[src/rtl/aes_pkg.sv]
// Shared constants, types and GF(2^8) helpers for the AES-128 key schedule.
// Contents:
//   KEY_W, NUM_ROUNDS, IDX_W : widths and round count
//   round_key_t              : one 128-bit round key
//   ks_state_t               : key-schedule controller states
//   gf_mul / sbox / rcon     : byte-level helpers used by roundKey
package aes_pkg;

  localparam int KEY_W      = 128;
  localparam int NUM_ROUNDS = 10;
  localparam int IDX_W      = 4;

  typedef logic [KEY_W-1:0] round_key_t;

  typedef enum logic {
    KS_IDLE,
    KS_EXPAND
  } ks_state_t;

  // Multiplication in GF(2^8) modulo x^8+x^4+x^3+x+1.
  function automatic logic [7:0] gf_mul(input logic [7:0] a, input logic [7:0] b);
    logic [7:0] p;
    logic [7:0] aa;
    p  = 8'h00;
    aa = a;
    for (int i = 0; i < 8; i++) begin
      if (b[i]) p = p ^ aa;
      aa = {aa[6:0], 1'b0} ^ (aa[7] ? 8'h1b : 8'h00);
    end
    return p;
  endfunction

  // S-box computed rather than tabulated: multiplicative inverse as x^254
  // (which maps 0 to 0), followed by the AES affine transform.
  function automatic logic [7:0] sbox(input logic [7:0] x);
    logic [7:0] inv;
    logic [7:0] e;
    e   = 8'hfe;
    inv = 8'h01;
    for (int i = 7; i >= 0; i--) begin
      inv = gf_mul(inv, inv);
      if (e[i]) inv = gf_mul(inv, x);
    end
    return inv ^ {inv[6:0], inv[7]} ^ {inv[5:0], inv[7:6]} ^
           {inv[4:0], inv[7:5]} ^ {inv[3:0], inv[7:4]} ^ 8'h63;
  endfunction

  function automatic logic [7:0] rcon(input logic [IDX_W-1:0] round);
    logic [7:0] r;
    case (round)
      4'd0:    r = 8'h01;
      4'd1:    r = 8'h02;
      4'd2:    r = 8'h04;
      4'd3:    r = 8'h08;
      4'd4:    r = 8'h10;
      4'd5:    r = 8'h20;
      4'd6:    r = 8'h40;
      4'd7:    r = 8'h80;
      4'd8:    r = 8'h1b;
      4'd9:    r = 8'h36;
      default: r = 8'h00;
    endcase
    return r;
  endfunction

endpackage

[src/rtl/aes_key_schedule_ctrl_round_key.sv]
// roundKey: one combinational AES-128 key-expansion step.
// Ports:
//   key_in  : previous round key (byte 0 in [127:120], column-major)
//   round   : step index 0..9, selects Rcon
//   key_out : next round key
module roundKey
  import aes_pkg::*;
(
  input  logic [KEY_W-1:0] key_in,
  input  logic [IDX_W-1:0] round,
  output logic [KEY_W-1:0] key_out
);

  logic [31:0] w0, w1, w2, w3;
  logic [31:0] rot_w3;
  logic [31:0] temp;
  logic [31:0] n0, n1, n2, n3;

  assign w0 = key_in[127:96];
  assign w1 = key_in[95:64];
  assign w2 = key_in[63:32];
  assign w3 = key_in[31:0];

  assign rot_w3 = {w3[23:0], w3[31:24]};

  assign temp = {sbox(rot_w3[31:24]) ^ rcon(round),
                 sbox(rot_w3[23:16]),
                 sbox(rot_w3[15:8]),
                 sbox(rot_w3[7:0])};

  assign n0 = w0 ^ temp;
  assign n1 = w1 ^ n0;
  assign n2 = w2 ^ n1;
  assign n3 = w3 ^ n2;

  assign key_out = {n0, n1, n2, n3};

endmodule

[src/rtl/aes_key_schedule_ctrl.sv]
// AES-128 key-schedule controller. Captures a cipher key on start, runs
// roundKey once per clock for rounds 0..9 and stores all 11 round keys in a
// flop buffer that the round datapath reads through a registered port.
// Ports:
//   clk, rst           : clock, synchronous active-high reset
//   start, key_in      : expansion request and cipher key (taken when ready)
//   ready, busy        : idle / expanding status
//   done               : one-cycle pulse after the last key is written
//   keys_valid         : level, all round keys present
//   rd_idx             : round-key index to read (0 = cipher key)
//   rd_key, rd_ok      : registered read data and its validity
//
// state     | meaning
// KS_IDLE   | waiting for start; buffer readable up to gen_cnt
// KS_EXPAND | writing one round key per cycle, round_cnt = 0..9
module aes_key_schedule_ctrl
  import aes_pkg::*;
(
  input  logic             clk,
  input  logic             rst,
  input  logic             start,
  input  logic [KEY_W-1:0] key_in,
  output logic             ready,
  output logic             busy,
  output logic             done,
  output logic             keys_valid,
  input  logic [IDX_W-1:0] rd_idx,
  output logic [KEY_W-1:0] rd_key,
  output logic             rd_ok
);

  ks_state_t        state_q, state_d;
  logic [IDX_W-1:0] round_cnt_q;
  logic [IDX_W-1:0] gen_cnt_q;
  round_key_t       cur_key_q;
  round_key_t       key_buf [0:NUM_ROUNDS];
  round_key_t       nxt_key;
  logic [IDX_W-1:0] wr_idx;
  logic             load, step, last;
  logic             done_q, keys_valid_q;
  logic             rd_hit;

  roundKey u_round_key (
    .key_in  (cur_key_q),
    .round   (round_cnt_q),
    .key_out (nxt_key)
  );

  always_comb begin
    state_d = state_q;
    load    = 1'b0;
    step    = 1'b0;
    last    = 1'b0;
    case (state_q)
      KS_IDLE: begin
        if (start) begin
          load    = 1'b1;
          state_d = KS_EXPAND;
        end
      end
      KS_EXPAND: begin
        step = 1'b1;
        if (round_cnt_q == IDX_W'(NUM_ROUNDS - 1)) begin
          last    = 1'b1;
          state_d = KS_IDLE;
        end
      end
      default: state_d = KS_IDLE;
    endcase
  end

  assign wr_idx = round_cnt_q + 1'b1;
  // gen_cnt counts keys written for the current load, so stale entries from
  // an earlier key or an aborted expansion are never readable.
  assign rd_hit = (rd_idx < gen_cnt_q);

  always_ff @(posedge clk) begin
    if (rst) begin
      state_q      <= KS_IDLE;
      round_cnt_q  <= '0;
      gen_cnt_q    <= '0;
      cur_key_q    <= '0;
      done_q       <= 1'b0;
      keys_valid_q <= 1'b0;
      rd_key       <= '0;
      rd_ok        <= 1'b0;
    end else begin
      state_q <= state_d;
      done_q  <= last;
      if (load) begin
        cur_key_q    <= key_in;
        round_cnt_q  <= '0;
        gen_cnt_q    <= IDX_W'(1);
        keys_valid_q <= 1'b0;
      end else if (step) begin
        cur_key_q   <= nxt_key;
        round_cnt_q <= round_cnt_q + 1'b1;
        gen_cnt_q   <= gen_cnt_q + 1'b1;
        if (last) keys_valid_q <= 1'b1;
      end
      rd_ok  <= rd_hit;
      rd_key <= rd_hit ? key_buf[rd_idx] : '0;
    end
  end

  // Buffer has no reset; its contents are hidden until gen_cnt covers them.
  always_ff @(posedge clk) begin
    for (int i = 0; i <= NUM_ROUNDS; i++) begin
      if (!rst) begin
        if (load && i == 0) begin
          key_buf[i] <= key_in;
        end else if (step && wr_idx == IDX_W'(i)) begin
          key_buf[i] <= nxt_key;
        end
      end
    end
  end

  assign ready      = (state_q == KS_IDLE);
  assign busy       = (state_q == KS_EXPAND);
  assign done       = done_q;
  assign keys_valid = keys_valid_q;

endmodule

[config.mk]
export PLATFORM = sky130hd
export DESIGN_NAME = aes_key_schedule_ctrl
export DESIGN_NICKNAME = d
export VERILOG_FILES = /design/src/rtl/aes_pkg.sv /design/src/rtl/aes_key_schedule_ctrl_round_key.sv /design/src/rtl/aes_key_schedule_ctrl.sv
export SDC_FILE = /design/constraint.sdc
export NUM_CORES = 2
export LEC_CHECK = 0
export CAP_MARGIN = 5
export CORE_AREA = 2 2 637 639
export DETAILED_ROUTE_END_ITERATION = 8
export DIE_AREA = 0 0 639 641
export GPL_ROUTABILITY_DRIVEN = 0
export PLACE_DENSITY = 0.5
export SYNTH_ARGS = -nofsm -noshare
export SYNTH_HDL_FRONTEND = slang
export SYNTH_SLANG_ARGS = --single-unit
[constraint.sdc]
create_clock -name clk -period 23.7 [get_ports clk]
set_input_delay 2.37 -clock clk [delete_from_list [all_inputs] [get_ports clk]]
set_output_delay 2.37 -clock clk [all_outputs]
set_load 0.02 [all_outputs]
==> flow_summary_export.csv <==
group,metric,value,unit
global_routing,grt-ovfl-total,0,
routing,ant_nets,0,
setup_path,r2r_start,"cur_key_q[12]",
cells_and_area,multiInputGateArea,73600,um2
die,row_count,233,
yosys,ys_top_cells_by_count,"nand2_1 (1444), edfxtp_1 (1408), xnor2_1 (1348)",
timing,setup_viol_count_final,0,
placement,hpwlAfterDp,296000,um
yosys,syn_avg_cell_area,10.9,um2
setup_path,arrival,23080,ps
setup_path,rrSetupSlack,1170,ps
yosys,synth_warnings,0,
yosys,synth_top_area_share,34.0,%
routing,first_pass_iters,6,
yosys,synthTopCellsByArea,"edfxtp_1 (34%), xnor2_1 (9.5%), xnor3_1 (7.6%)",
die,die_w,639,um
cells_and_area,fin_cells,17286,
yosys,ys_async_sr_fraction,0,%
die,die_height,641,um
routing,wirelength,436000,um
routing,drc,0,
min_path,min_from,"cur_key_q[87]",
routing,vias,90957,
cells_and_area,drive_gt1_share,16.0,%
yosys,ys_seq_elements,1684,
timing,drv_slew,0,
die,io_pins,268,
cells_and_area,nFillCells,39648,
clock_tree,clkTransAtPathRegs,70,ps
die,die_area,410000,um2
setup_path,cp-start-kind,"register",
timing,timing.fmax,0.0444,GHz
clock_tree,clk_latency,890,ps
die,fp.coreArea,402000,um2
yosys,yosys_most_used_dff,"edfxtp_1",
cells_and_area,finalNetCount,12024,
cells_and_area,register_area,47900,um2
timing,layout_min_cycle_time,22530,ps
job,maxCapViolations,0,
setup_path,critPathSlowestCell,"dfxtp_2",
timing,timing.final.ws_setup,1170,ps
timing,whs,456,ps
routing,viasPerCell,5.26,
yosys,syn_inst,11403,
setup_path,cp.required,24250,ps
global_routing,grt_pass1_wl,630000,um
clock_tree,clockBufferDepth,4,
timing,hold_viol_final,0,
timing,period_share,95.1,%
clock_tree,cts_buffers,186,
setup_path,crit_path_end_kind,"register",
yosys,synth_cell_type_count,127,
clock_tree,cts_root_buf,"clkbuf_16",
min_path,min_path_type,"register to register",
global_routing,gr-usage-all-layers,20.6,%
timing,slew_headroom,14.9,%
yosys,synth_top_area_cell,"edfxtp_1",
routing,drtIter0Drc,8396,
timing,fin_worst_skew,121,ps
setup_path,rr_worst_depth,81,
min_path,min_path_cells,2,
outcome,status,"finished, final reports clean",
placement,placed_cells,16892,
yosys,syn-num-nets,11575,
clock_tree,cts_max_level,4,
global_routing,grt_max_degree,124,
yosys,syn_area,124000,um2
clock_tree,cts_sinks,1684,
setup_path,cp_common_cell,"xnor2_1",
global_routing,antenna_found_initial,21,
yosys,synth-seq-area-share,38.4,%
global_routing,grt_pass1_vias,87233,
yosys,synth-edff-count,1408,
setup_path,crit_fanout,35,
die,start_util,30.9,%
setup_path,crit_type,"register to register",
cells_and_area,syn_to_final_growth,15.9,%
clock_tree,tritoncts,"done",
placement,dp_slack,-711,ps
routing,wl_per_cell,25.3,um
placement,port_buffers,267,
setup_path,max_stage_delay,680,ps
timing,worst_pin_slew,1270,ps
yosys,synth.most_common_cell,"nand2_1",
min_path,holdPathEnd,"cur_key_q[87]",
setup_path,r2r-end,"key_buf[0][22]",
## final cells by class
cell class                 count  share of cell area, %
multi-input combinational   8729                   51.1
sequential                  1684                   33.2
timing repair buffer        1074                   6.37
tap                         5287                   4.59
clock buffer                 244                   3.59
clock inverter                89                  0.720
inverter                     177                  0.469
antenna                        2                0.00347
## worst max path at each step
stage,startpoint,end,slack [ps],cells after the start
after floorplan,cur_key_q[15],key_buf[0][22],800,87
after global placement,cur_key_q[8],key_buf[4][16],-560,74
after detailed placement,cur_key_q[8],key_buf[7][16],-710,76
after CTS,cur_key_q[8],key_buf[0][22],0.009,76
after global routing,cur_key_q[8],key_buf[7][16],-70,81
final,cur_key_q[12],key_buf[0][22],1170,81
## layout by cell type (no fill, tap or decap), types with 180 or more instances in the layout
cell / count
xnor2_1: 1287
mux4_2: 256
nor2b_1: 180
xnor3_1: 402
clkdlybuf4s50_1: 261
clkbuf_16: 191
o21ai_0: 291
dfxtp_1: 243
edfxtp_1: 1408
a21oi_1: 530
nor2_1: 902
a211oi_1: 327
mux2i_1: 430
buf_4: 772
nand2_1: 1444
xor2_1: 535
## per-stage QoR
stage / setup TNS, ps / utilization, % / area, um2
6_report: 0 / 35.9 / 144000
5_1_grt: -783 / 35.9 / 144000
4_1_cts: 0 / 35.5 / 143000
3_5_place_dp: -32600 / 33.9 / 136000
3_3_place_gp: -18660 / 33.9 / 136000
2_1_floorplan: 0 / - / 124000
## registers in the layout, summed over array words and instances (netlist names), named ones only
signal / flops
busy: 1
cur_key_q: 128
done: 1
gen_cnt_q: 4
key_buf: 1408
keys_valid: 1
rd_key: 128
rd_ok: 1
round_cnt_q: 4
## critical path: cells and delay by family (launching register included)
| kind | cells | cell delay [ps] |
|---|---|---|
| AO/OA/AOI/OAI | 13 | 2980 |
| XOR/XNOR | 43 | 13150 |
| flip-flops | 1 | 680 |
| AND/OR/NAND/NOR | 9 | 1680 |
| buffers and inverters | 9 | 1490 |
| multiplexers | 3 | 620 |
| adder cells (fa/ha/maj) | 4 | 1480 |
## timing repair
item / in CTS / in global routing
pin swaps: 3 / 30
buffers inserted: 7 / 52
setup endpoints to repair: 151 / 1092
hold buffers: 0 / 0
gates resized for setup: 13 / 132
## cell families (layout without fill, tap and decap cells)
kind of cell,Yosys count,after routing,synth area share [%]
compound gates,2032,2032,11.1
flops,1684,1684,38.4
fa+ha+maj,37,37,0.372
simple gates,3260,3260,11.6
xor+xnor,2660,2660,26.5
buf+inv,990,1584,3.39
other cells,0,2,0
mux,740,740,8.61
## layer usage
metal	up-vias	GRT usage (%)	share of wire (%)
met4	12	5.02	2.6
met5	-	0	0.014
met3	450	2.17	5.9
li1	41871	-	-
met1	45745	28.5	44
met2	2879	34.4	47
Power is left out: the tool's default activity adds up to more than one toggle a clock period on the data nets, which glitch-free logic cannot reach.
